### src/rtl/tff_pkg.sv
// -----------------------------------------------------------------------------
// tff_pkg
//   Shared definitions for the time flip-flop (temporal accumulator) cell.
//   - RING_SEGS_DEFAULT : default number of one-hot ring segments.
//   - op_e              : decoded per-cycle operation on the token ring.
//   - onehot_to_count   : turns a one-hot ring image into the stored count
//                         (token position). It returns -1 when the image is
//                         not one-hot.
// -----------------------------------------------------------------------------
package tff_pkg;

  localparam int RING_SEGS_DEFAULT = 59;

  // Widest ring image that onehot_to_count accepts. Narrower rings are
  // zero-extended by the caller.
  localparam int MAX_SEGS = 1024;

  typedef enum logic [1:0] {
    OP_HOLD = 2'd0,
    OP_UP   = 2'd1,
    OP_DOWN = 2'd2
  } op_e;

  function automatic int onehot_to_count(input logic [MAX_SEGS-1:0] v);
    int ones;
    int idx;
    ones = 0;
    idx  = 0;
    for (int i = 0; i < MAX_SEGS; i++) begin
      if (v[i]) begin
        ones++;
        idx = i;
      end
    end
    return (ones == 1) ? idx : -1;
  endfunction

endpackage

### src/rtl/tff_ring.sv
// -----------------------------------------------------------------------------
// tff_ring
//   Bidirectional one-hot rotate register. The index of the single set bit is
//   the stored count.
//   Ports:
//     clk   in   system clock, rising edge
//     rstb  in   asynchronous active-low reset; token returns to segment 0
//     up    in   rotate token one segment up (count + 1, wraps at the top)
//     down  in   rotate token one segment down (count - 1, wraps at the bottom)
//     wrap  out  combinational: an up request while the token sits at the top
//     zero  out  combinational: the token sits at segment 0
//   The two requests are expected to be mutually exclusive. If both are
//   asserted the ring holds, so the token can never be duplicated or lost.
// -----------------------------------------------------------------------------
module tff_ring
  import tff_pkg::*;
#(
  parameter int SEGS = RING_SEGS_DEFAULT
) (
  input  logic clk,
  input  logic rstb,
  input  logic up,
  input  logic down,
  output logic wrap,
  output logic zero
);

  logic [SEGS-1:0] ring;
  logic [SEGS-1:0] ring_nxt;

  always_comb begin
    // NOTE: default assignment first, so every path assigns ring_nxt and no latch is inferred.
    ring_nxt = ring;
    if (up && !down) begin
      ring_nxt = {ring[SEGS-2:0], ring[SEGS-1]};
    end else if (down && !up) begin
      ring_nxt = {ring[0], ring[SEGS-1:1]};
    end
  end

  always_ff @(posedge clk or negedge rstb) begin
    if (!rstb) begin
      // NOTE: registers use non-blocking assignments, so every flop samples pre-edge values.
      ring <= {{(SEGS-1){1'b0}}, 1'b1};
    end else begin
      ring <= ring_nxt;
    end
  end

  assign wrap = up & ~down & ring[SEGS-1];
  assign zero = ring[0];

endmodule

### src/rtl/tff_accum.sv
// -----------------------------------------------------------------------------
// tff_accum
//   Time flip-flop. It accumulates WE-high time modulo RING_SEGS in a one-hot
//   token ring. It replays the stored time as an out pulse when RE is high,
//   and each replayed cycle consumes one count (destructive read).
//   Ports:
//     clk    in   system clock, rising edge
//     rstb   in   asynchronous active-low reset (ring to 0, outputs low)
//     WE     in   write enable: each sampled-high cycle adds 1
//     RE     in   read enable: each sampled-high cycle with a nonzero count
//                 emits one out cycle and subtracts 1
//     out    out  registered read-out pulse
//     carry  out  registered one-cycle pulse when a write wraps the ring
//   WE and RE high together is ignored. The state holds and both outputs
//   stay low.
// -----------------------------------------------------------------------------
module tff_accum
  import tff_pkg::*;
#(
  parameter int RING_SEGS = RING_SEGS_DEFAULT
) (
  input  logic clk,
  input  logic rstb,
  input  logic WE,
  input  logic RE,
  output logic out,
  output logic carry
);

  op_e  op;
  logic ring_wrap;
  logic ring_zero;

  // Enable decode. A read of an empty cell is turned into a hold here. The
  // ring therefore never underflows, and out stays low for that cycle.
  always_comb begin
    op = OP_HOLD;
    if (WE && !RE) begin
      op = OP_UP;
    end else if (RE && !WE && !ring_zero) begin
      op = OP_DOWN;
    end
  end

  tff_ring #(
    .SEGS (RING_SEGS)
  ) u_ring (
    .clk  (clk),
    .rstb (rstb),
    .up   (op == OP_UP),
    .down (op == OP_DOWN),
    .wrap (ring_wrap),
    .zero (ring_zero)
  );

  // out and carry come from disjoint operations, so they are never high
  // together.
  always_ff @(posedge clk or negedge rstb) begin
    if (!rstb) begin
      out   <= 1'b0;
      carry <= 1'b0;
    end else begin
      out   <= (op == OP_DOWN);
      carry <= ring_wrap;
    end
  end

endmodule

### config.mk
export PLATFORM = sky130hd
export DESIGN_NAME = tff_accum
export DESIGN_NICKNAME = d
export VERILOG_FILES = /design/src/rtl/tff_pkg.sv /design/src/rtl/tff_ring.sv /design/src/rtl/tff_accum.sv
export SDC_FILE = /design/constraint.sdc
export NUM_CORES = 1
export LEC_CHECK = 0
export ABC_AREA = 1
export CAP_MARGIN = 20
export CELL_PAD_IN_SITES_DETAIL_PLACEMENT = 1
export CELL_PAD_IN_SITES_GLOBAL_PLACEMENT = 2
export CORE_UTILIZATION = 31
export DETAILED_ROUTE_END_ITERATION = 8
export PLACE_DENSITY = 0.81
export SLEW_MARGIN = 20
export SYNTH_ARGS = -nofsm -noshare
export SYNTH_HDL_FRONTEND = slang
export SYNTH_SLANG_ARGS = --single-unit
### constraint.sdc
create_clock -name clk -period 1.47 [get_ports clk]
set_input_delay 0.441 -clock clk [delete_from_list [all_inputs] [get_ports clk]]
set_output_delay 0.441 -clock clk [all_outputs]
set_load 0.02 [all_outputs]
==> flow_results.xml, run 1 <==
<?xml version="1.0" encoding="UTF-8"?>
<metrics>
  <group name="run_status">
    <metric name="outcome" unit="">completed</metric>
  </group>
  <group name="synthesis">
    <metric name="synth_cell_types" unit="">12</metric>
    <metric name="avg_cell_area_syn" unit="sq um">7.05</metric>
    <metric name="synthMuxAreaShare" unit="%">0</metric>
    <metric name="synth_sequential_area_ratio" unit="%">47.8</metric>
    <metric name="dominant_combinational_cell_family_by_area_after_synthesis" unit="">simple AND/OR/NAND/NOR gates</metric>
    <metric name="synth_compound_gate_area_share" unit="%">0</metric>
    <metric name="synth.net_count" unit="">458</metric>
    <metric name="synth_xor_xnor_area_share" unit="%">0</metric>
    <metric name="synthCells" unit="">454</metric>
    <metric name="synth-seq-cells" unit="">61</metric>
    <metric name="ys_warn_count" unit="">0</metric>
    <metric name="synth_fa_ha_area_share" unit="%">0</metric>
    <metric name="mappedNetlistArea" unit="sq um">3200</metric>
    <metric name="simple_gate_share_of_the_synthesized_area" unit="%">46.1</metric>
  </group>
  <group name="power">
    <metric name="swShare" unit="%">28.8</metric>
    <metric name="power.net_switching" unit="mW">1.04</metric>
    <metric name="clock_power_share" unit="%">37.3</metric>
    <metric name="p_per_area" unit="nW/um^2">993</metric>
    <metric name="comb_power_share" unit="%">14.1</metric>
    <metric name="total_power" unit="mW">3.63</metric>
    <metric name="leakagePower" unit="nW">2.09</metric>
    <metric name="internal_power" unit="mW">2.59</metric>
    <metric name="ir_worst_vdd" unit="mV">0.617</metric>
    <metric name="seq_power_share" unit="%">48.5</metric>
  </group>
  <group name="setup_path">
    <metric name="timing.critical_path.max_delay_family" unit="">flip-flops</metric>
    <metric name="timing_worst_setup_path_type" unit="">reg2out</metric>
    <metric name="cp_cell_sequence" unit="">clkdlybuf4s15_1</metric>
    <metric name="critical_path_buf_inv_count" unit="">1</metric>
    <metric name="startpoint_type" unit="">register</metric>
    <metric name="timing.critical_path.required" unit="ns">1.03</metric>
    <metric name="cp_max_fo" unit="">1</metric>
    <metric name="worst-endpoint-arrival" unit="ns">0.97</metric>
    <metric name="max_stage_delay" unit="ns">0.36</metric>
    <metric name="launch_point_of_the_critical_path" unit="">out$_DFF_PN0_</metric>
    <metric name="critical-path-slowest-cell" unit="">sky130_fd_sc_hd__dfrtp_1</metric>
    <metric name="worstReg2RegStart" unit="">u_ring.ring[0]$_DFFE_PN1P_</metric>
    <metric name="kind_of_end_point_of_the_critical_path" unit="">output port</metric>
  </group>
  <group name="layout">
    <metric name="layout.nets" unit="">458</metric>
    <metric name="sequential_cell_area" unit="sq um">1530</metric>
    <metric name="post-route-util" unit="%">36.9</metric>
    <metric name="fraction_of_final_layout_cells_with_drive_strength_greater_than_1" unit="%">8.71</metric>
    <metric name="flow.area_growth_from_synthesis" unit="%">14.3</metric>
    <metric name="num_antenna_cells" unit="">0</metric>
    <metric name="multi_input_logic_area" unit="sq um">1490</metric>
    <metric name="finalNonFillerCells" unit="">592</metric>
    <metric name="fillerInstances" unit="">1244</metric>
    <metric name="layout.cell_area.non_filler" unit="sq um">3660</metric>
  </group>
  <group name="sta">
    <metric name="clock-skew-final" unit="ns">0.00613</metric>
    <metric name="timing.final.setup_violations" unit="">0</metric>
    <metric name="worst_slew_pin_slew" unit="ns">0.347</metric>
    <metric name="final-max-slew-violation-count" unit="">0</metric>
    <metric name="f_max" unit="MHz">706</metric>
    <metric name="min_period_over_period" unit="%">96.3</metric>
    <metric name="finalWorstPathRequiredPeriod" unit="ns">1.42</metric>
    <metric name="hold_viol_final" unit="">0</metric>
    <metric name="least_setup_slack_across_all_paths_after_layout" unit="ns">0.0545</metric>
    <metric name="timing.max_slew.rel_slack" unit="%">76.9</metric>
  </group>
  <group name="routing">
    <metric name="initial_drc_count" unit="">152</metric>
    <metric name="avgRoutedWirePerCell" unit="microns">13.4</metric>
    <metric name="number_of_detailed_route_iterations_in_the_first_pass" unit="">4</metric>
    <metric name="drt-vias-per-instance" unit="">4.98</metric>
    <metric name="drc" unit="">0</metric>
    <metric name="post_detailed_routing_wire_length" unit="mm">7.91</metric>
    <metric name="met3_wirelength_from_detailed_routing" unit="microns">99</metric>
    <metric name="highest_layer" unit="">met4</metric>
    <metric name="dr_total_vias" unit="">2951</metric>
    <metric name="detail_route.wirelength.met1" unit="mm">3.98</metric>
    <metric name="antenna_violating_nets_post_route" unit="">0</metric>
    <metric name="met2RoutedLength" unit="mm">3.74</metric>
  </group>
  <group name="die">
    <metric name="floorplan.die.width" unit="microns">104</metric>
    <metric name="design.portCount" unit="">6</metric>
    <metric name="start_util" unit="%">32.3</metric>
    <metric name="placement_rows" unit="">36</metric>
    <metric name="die_h" unit="microns">104</metric>
    <metric name="floorplan.die_area" unit="sq um">10700</metric>
    <metric name="coreArea" unit="sq um">9910</metric>
  </group>
  <group name="clocking">
    <metric name="hold_buffers" unit="">0</metric>
    <metric name="tritoncts" unit="">done</metric>
    <metric name="worst_setup_hold_path_clk_slew" unit="ns">0.07</metric>
    <metric name="cts_inserted_buffers" unit="">9</metric>
    <metric name="largest_buffer_count_on_any_clock_path" unit="">2</metric>
    <metric name="clock_sink_count" unit="">61</metric>
    <metric name="post-cts-setup-buffers" unit="">0</metric>
    <metric name="insertion_delay" unit="ns">0.34</metric>
    <metric name="clock-root-buffer" unit="">sky130_fd_sc_hd__clkbuf_8</metric>
    <metric name="htree_levels" unit="">3</metric>
  </group>
  <group name="placed_design">
    <metric name="port_buffers" unit="">5</metric>
    <metric name="post_placement_cell_count" unit="">576</metric>
    <metric name="hpwlAfterDp" unit="mm">4.81</metric>
    <metric name="placement.cell_area" unit="sq um">3480</metric>
    <metric name="place_congestion" unit="">0.720</metric>
    <metric name="post_placement_worst_setup_slack" unit="ns">-0.316</metric>
  </group>
  <group name="global_routing">
    <metric name="global_route.usage.total" unit="%">16.1</metric>
    <metric name="gr-total-overflow" unit="">0</metric>
    <metric name="grt_max_degree" unit="">62</metric>
    <metric name="antenna_found_initial" unit="">0</metric>
    <metric name="via_count_of_the_first_global_routing_pass" unit="">2904</metric>
    <metric name="grt_first_pass_wirelength" unit="mm">14.1</metric>
  </group>
  <group name="hold_path">
    <metric name="hp-class" unit="">in2async</metric>
  </group>
  <group name="job">
    <metric name="maxCapViolCount" unit="">0</metric>
  </group>
</metrics>
metrics by stage:
stage | setup TNS (ns) | hold WS [ns]
global route | -0.000503 | 0.129
detailed placement | -17.12 | 0.487
global placement | -14.69 | 0.487
finish | 0 | 0.113
CTS | 0 | 0.118
floorplan | 0 | 0.145
logic make-up (layout without fill, tap and decap cells):
logic type             Yosys count  in the layout
buffers and inverters           42             47
and+or+nand+nor                351            351
DFF                             61             61
flip-flops by register name, summed over array words and instances, names as in the netlist:
signal and cells:
out 1, carry 1, u_ring.ring 59
power by group through the flow:
| stage | combinational, mW | clock [mW] | sequential [mW] |
|---|---|---|---|
| floorplan | 0.297 | 0 | 1.79 |
| detailed placement | 0.521 | 0 | 1.79 |
| CTS | 0.521 | 1.42 | 1.76 |
| global placement | 0.515 | 0 | 1.79 |
| global route | 0.570 | 1.47 | 1.76 |
| finish | 0.512 | 1.36 | 1.76 |
Yosys cell counts (all sizes together):
cell type	instances	area, sq um
clkbuf	8	30.0
buf	28	145
dfrtp	60	1500
dfstp	1	26.3
nand2	233	877
nand4	1	6.26
inv	6	22.5
nand3	117	591
layout make-up:
class	count	share of cell area (%)
Sequential cell	61	41.8
Multi-Input combinational cell	351	40.8
Inverter	6	0.616
Timing Repair Buffer	25	7.60
Clock buffer	15	4.55
Tap cell	133	4.55
Clock inverter	1	0.137
worst paths after layout:
path                            cells after the start  slack, ns                          end
worst min-delay path                                2       0.11  u_ring.ring[31]$_DFFE_PN0P_
worst max register to register                      6       0.21  u_ring.ring[37]$_DFFE_PN0P_
worst min register to register                      2       0.52  u_ring.ring[58]$_DFFE_PN0P_
worst max-delay path                                1       0.05                          out
max in group asynchronous                           2       1.03   u_ring.ring[0]$_DFFE_PN1P_
min in group clk                                    2       0.52  u_ring.ring[58]$_DFFE_PN0P_
per-layer routing:
metal | global-route usage [%] | vias to the layer above
li1 | - | 1447
met1 | 22.5 | 1485
met2 | 24.9 | 12
met3 | 2.45 | 7
met4 | 6.73 | 0
met5 | 0 | -
layout by cell type (no fill, tap or decap), drive strengths merged:
cell and count:
clkinv 1, clkdlybuf4s50 1, dfstp 1, nand3 117
buf 22, clkdlybuf4s15 2, nand2 233, dfrtp 60
clkbuf 15, nand4 1, inv 6
timing repair:
action	CTS	global route
pin swaps	0	0
endpoints found under the setup margin	2	49
resized for setup	2	3
Power figures use the tool's default switching activity.
==> run 2, diff against run 1 <==
--- a/config.mk
+++ b/config.mk
@@ -10,6 +10,7 @@
 export CELL_PAD_IN_SITES_DETAIL_PLACEMENT = 1
 export CELL_PAD_IN_SITES_GLOBAL_PLACEMENT = 2
 export CORE_UTILIZATION = 31
+export CTS_CLUSTER_SIZE = 16
 export DETAILED_ROUTE_END_ITERATION = 8
 export PLACE_DENSITY = 0.81
 export SLEW_MARGIN = 20
==> results of run 2 <==
The final DEF is identical to that of run 1; final timing and power are the same.
==> run 3, diff against run 2 <==
==> constraint.sdc (replaced) <==
create_clock -name clk -period 1.75 [get_ports clk]
set_input_delay 0.525 -clock clk [delete_from_list [all_inputs] [get_ports clk]]
set_output_delay 0.525 -clock clk [all_outputs]
set_load 0.02 [all_outputs]
==> flow_results.xml, run 3 (synthesis results as in run 1) <==
<?xml version="1.0" encoding="UTF-8"?>
<metrics>
  <group name="setup_path">
    <metric name="reg2reg_capture_point" unit="">u_ring.ring[43]$_DFFE_PN0P_</metric>
    <metric name="max_stage_delay" unit="ns">0.37</metric>
    <metric name="cp_max_fo" unit="">1</metric>
    <metric name="startpoint_type" unit="">register</metric>
    <metric name="kind_of_end_point_of_the_critical_path" unit="">output port</metric>
    <metric name="worst-endpoint-arrival" unit="ns">1.04</metric>
    <metric name="critical_path_buf_inv_count" unit="">1</metric>
    <metric name="worstReg2RegStart" unit="">u_ring.ring[0]$_DFFE_PN1P_</metric>
    <metric name="timing.critical_path.required" unit="ns">1.22</metric>
    <metric name="ff2ff_setup_slack" unit="ns">0.49</metric>
    <metric name="ff2ff_path_depth" unit="">6</metric>
    <metric name="cp_cell_sequence" unit="">dlygate4sd2_1</metric>
    <metric name="timing_worst_setup_path_type" unit="">reg2out</metric>
    <metric name="critical-path-slowest-cell" unit="">sky130_fd_sc_hd__dfrtp_1</metric>
    <metric name="timing.critical_path.max_delay_family" unit="">flip-flops</metric>
  </group>
  <group name="global_routing">
    <metric name="grt_max_degree" unit="">62</metric>
    <metric name="gr-total-overflow" unit="">0</metric>
    <metric name="grt_first_pass_wirelength" unit="mm">14.3</metric>
    <metric name="via_count_of_the_first_global_routing_pass" unit="">3026</metric>
    <metric name="global_route.usage.total" unit="%">16.3</metric>
    <metric name="antenna_found_initial" unit="">0</metric>
  </group>
  <group name="die">
    <metric name="floorplan.die.width" unit="microns">104</metric>
    <metric name="design.portCount" unit="">6</metric>
    <metric name="placement_rows" unit="">36</metric>
    <metric name="floorplan.die_area" unit="sq um">10700</metric>
    <metric name="coreArea" unit="sq um">9910</metric>
    <metric name="start_util" unit="%">32.3</metric>
    <metric name="die_h" unit="microns">104</metric>
  </group>
  <group name="layout">
    <metric name="layout.cell_area.non_filler" unit="sq um">3620</metric>
    <metric name="multi_input_logic_area" unit="sq um">1480</metric>
    <metric name="layout.cells.most_common" unit="">sky130_fd_sc_hd__nand2_1</metric>
    <metric name="fillerInstances" unit="">1262</metric>
    <metric name="max_reg_flops" unit="">59</metric>
    <metric name="post-route-util" unit="%">36.5</metric>
    <metric name="num_antenna_cells" unit="">0</metric>
    <metric name="layout.nets" unit="">454</metric>
    <metric name="layout.cells.most_common_list" unit="">sky130_fd_sc_hd__nand2_1, sky130_fd_sc_hd__nand3_1, sky130_fd_sc_hd__dfrtp_1</metric>
    <metric name="biggestRegsByFlops" unit="">u_ring.ring (59), carry (1), out (1)</metric>
    <metric name="flow.area_growth_from_synthesis" unit="%">13.2</metric>
    <metric name="top_register" unit="">u_ring.ring</metric>
    <metric name="sequential_cell_area" unit="sq um">1530</metric>
    <metric name="fraction_of_final_layout_cells_with_drive_strength_greater_than_1" unit="%">8.15</metric>
  </group>
  <group name="power">
    <metric name="total_power" unit="mW">3.06</metric>
    <metric name="p_per_area" unit="nW/um^2">846</metric>
    <metric name="leakagePower" unit="nW">2.08</metric>
    <metric name="ir_worst_vdd" unit="mV">0.535</metric>
  </group>
  <group name="sta">
    <metric name="clock-skew-final" unit="ns">0.00491</metric>
    <metric name="timing.final.setup_violations" unit="">0</metric>
    <metric name="grt_setup_unrepaired" unit="">no</metric>
    <metric name="final-max-slew-violation-count" unit="">0</metric>
    <metric name="hold_viol_final" unit="">0</metric>
    <metric name="finalWorstPathRequiredPeriod" unit="ns">1.56</metric>
    <metric name="f_max" unit="MHz">640</metric>
    <metric name="timing.max_slew.rel_slack" unit="%">77.7</metric>
    <metric name="min_period_over_period" unit="%">89.3</metric>
    <metric name="totalNegativeSetupSlack" unit="ns">0</metric>
    <metric name="worst_slew_pin_slew" unit="ns">0.335</metric>
  </group>
  <group name="routing">
    <metric name="antenna_violating_nets_post_route" unit="">0</metric>
    <metric name="initial_drc_count" unit="">132</metric>
    <metric name="drc" unit="">0</metric>
    <metric name="dr_total_vias" unit="">2888</metric>
    <metric name="avgRoutedWirePerCell" unit="microns">13.4</metric>
    <metric name="number_of_detailed_route_iterations_in_the_first_pass" unit="">7</metric>
    <metric name="post_detailed_routing_wire_length" unit="mm">7.89</metric>
    <metric name="drt-vias-per-instance" unit="">4.92</metric>
  </group>
  <group name="clocking">
    <metric name="post-cts-setup-buffers" unit="">0</metric>
    <metric name="worst_setup_hold_path_clk_slew" unit="ns">0.07</metric>
    <metric name="largest_buffer_count_on_any_clock_path" unit="">2</metric>
    <metric name="cts_inserted_buffers" unit="">9</metric>
    <metric name="tritoncts" unit="">done</metric>
    <metric name="clock-root-buffer" unit="">sky130_fd_sc_hd__clkbuf_8</metric>
    <metric name="htree_levels" unit="">3</metric>
    <metric name="insertion_delay" unit="ns">0.35</metric>
    <metric name="clock_sink_count" unit="">61</metric>
  </group>
  <group name="placed_design">
    <metric name="place_congestion" unit="">0.743</metric>
    <metric name="placement.cell_area" unit="sq um">3450</metric>
    <metric name="port_buffers" unit="">5</metric>
    <metric name="hpwlAfterDp" unit="mm">4.80</metric>
  </group>
  <group name="job">
    <metric name="maxCapViolCount" unit="">0</metric>
  </group>
  <group name="run_status">
    <metric name="outcome" unit="">completed</metric>
  </group>
  <group name="hold_path">
    <metric name="hp-class" unit="">in2async</metric>
  </group>
</metrics>
## run 3: changes by cell type in the layout (fill, tap and decap cells not counted)
cell / change
sky130_fd_sc_hd__nand2_8: -1
sky130_fd_sc_hd__clkbuf_1: -2
sky130_fd_sc_hd__buf_4: -4
sky130_fd_sc_hd__clkdlybuf4s15_1: -2
sky130_fd_sc_hd__nand2_4: +1
sky130_fd_sc_hd__dlygate4sd2_1: +2
sky130_fd_sc_hd__clkbuf_8: +1
## run 3: where the power goes
group | switching [mW] | total (mW) | internal [mW]
clock network | 0.550 | 1.17 | 0.622
registers | 0.0234 | 1.48 | 1.45
logic | 0.296 | 0.415 | 0.119
## run 3: worst max-delay path by stage
stage / start / endpoint / slack [ns] / cells after the start
floorplan: u_ring.ring[0]$_DFFE_PN1P_ / u_ring.ring[56]$_DFFE_PN0P_ / 0.49 / 7
global route: carry$_DFF_PN0_ / carry / 0.14 / 1
CTS: carry$_DFF_PN0_ / carry / 0.16 / 1
global placement: RE / u_ring.ring[27]$_DFFE_PN0P_ / -0.06 / 8
detailed placement: RE / u_ring.ring[43]$_DFFE_PN0P_ / -0.11 / 7
finish: carry$_DFF_PN0_ / carry / 0.19 / 1
## run 3: per-stage QoR
stage / instances / hold slack, ns / setup slack [ns]
after floorplan: 454 / 0.229 / 0.495
after global placement: 572 / 0.496 / -0.0614
after detailed placement: 572 / 0.519 / -0.114
after CTS: 587 / 0.201 / 0.158
after global routing: 587 / 0.206 / 0.138
final: 587 / 0.189 / 0.186
## run 3: metal layers
layer	track usage [%]	up-vias	routed length, microns
met2	25.9	28	3600
met1	21.5	1411	3950
met4	5.07	0	79
met3	4.59	6	257
li1	-	1443	-
met5	0	-	0
## run 3: cell type report
| cell class | instances | area share [%] |
|---|---|---|
| inverter | 6 | 0.622 |
| timing repair buffer | 21 | 6.77 |
| tap | 133 | 4.60 |
| clock inverter | 1 | 0.138 |
| multi-input combinational | 351 | 40.9 |
| clock buffer | 14 | 4.77 |
| sequential | 61 | 42.2 |
## run 3: repair_timing
action | CTS | global route
endpoints found under the hold margin | 0 | 0
resized for setup | 2 | 0
setup endpoints to repair | 2 | 0
hold buffers | 0 | 0
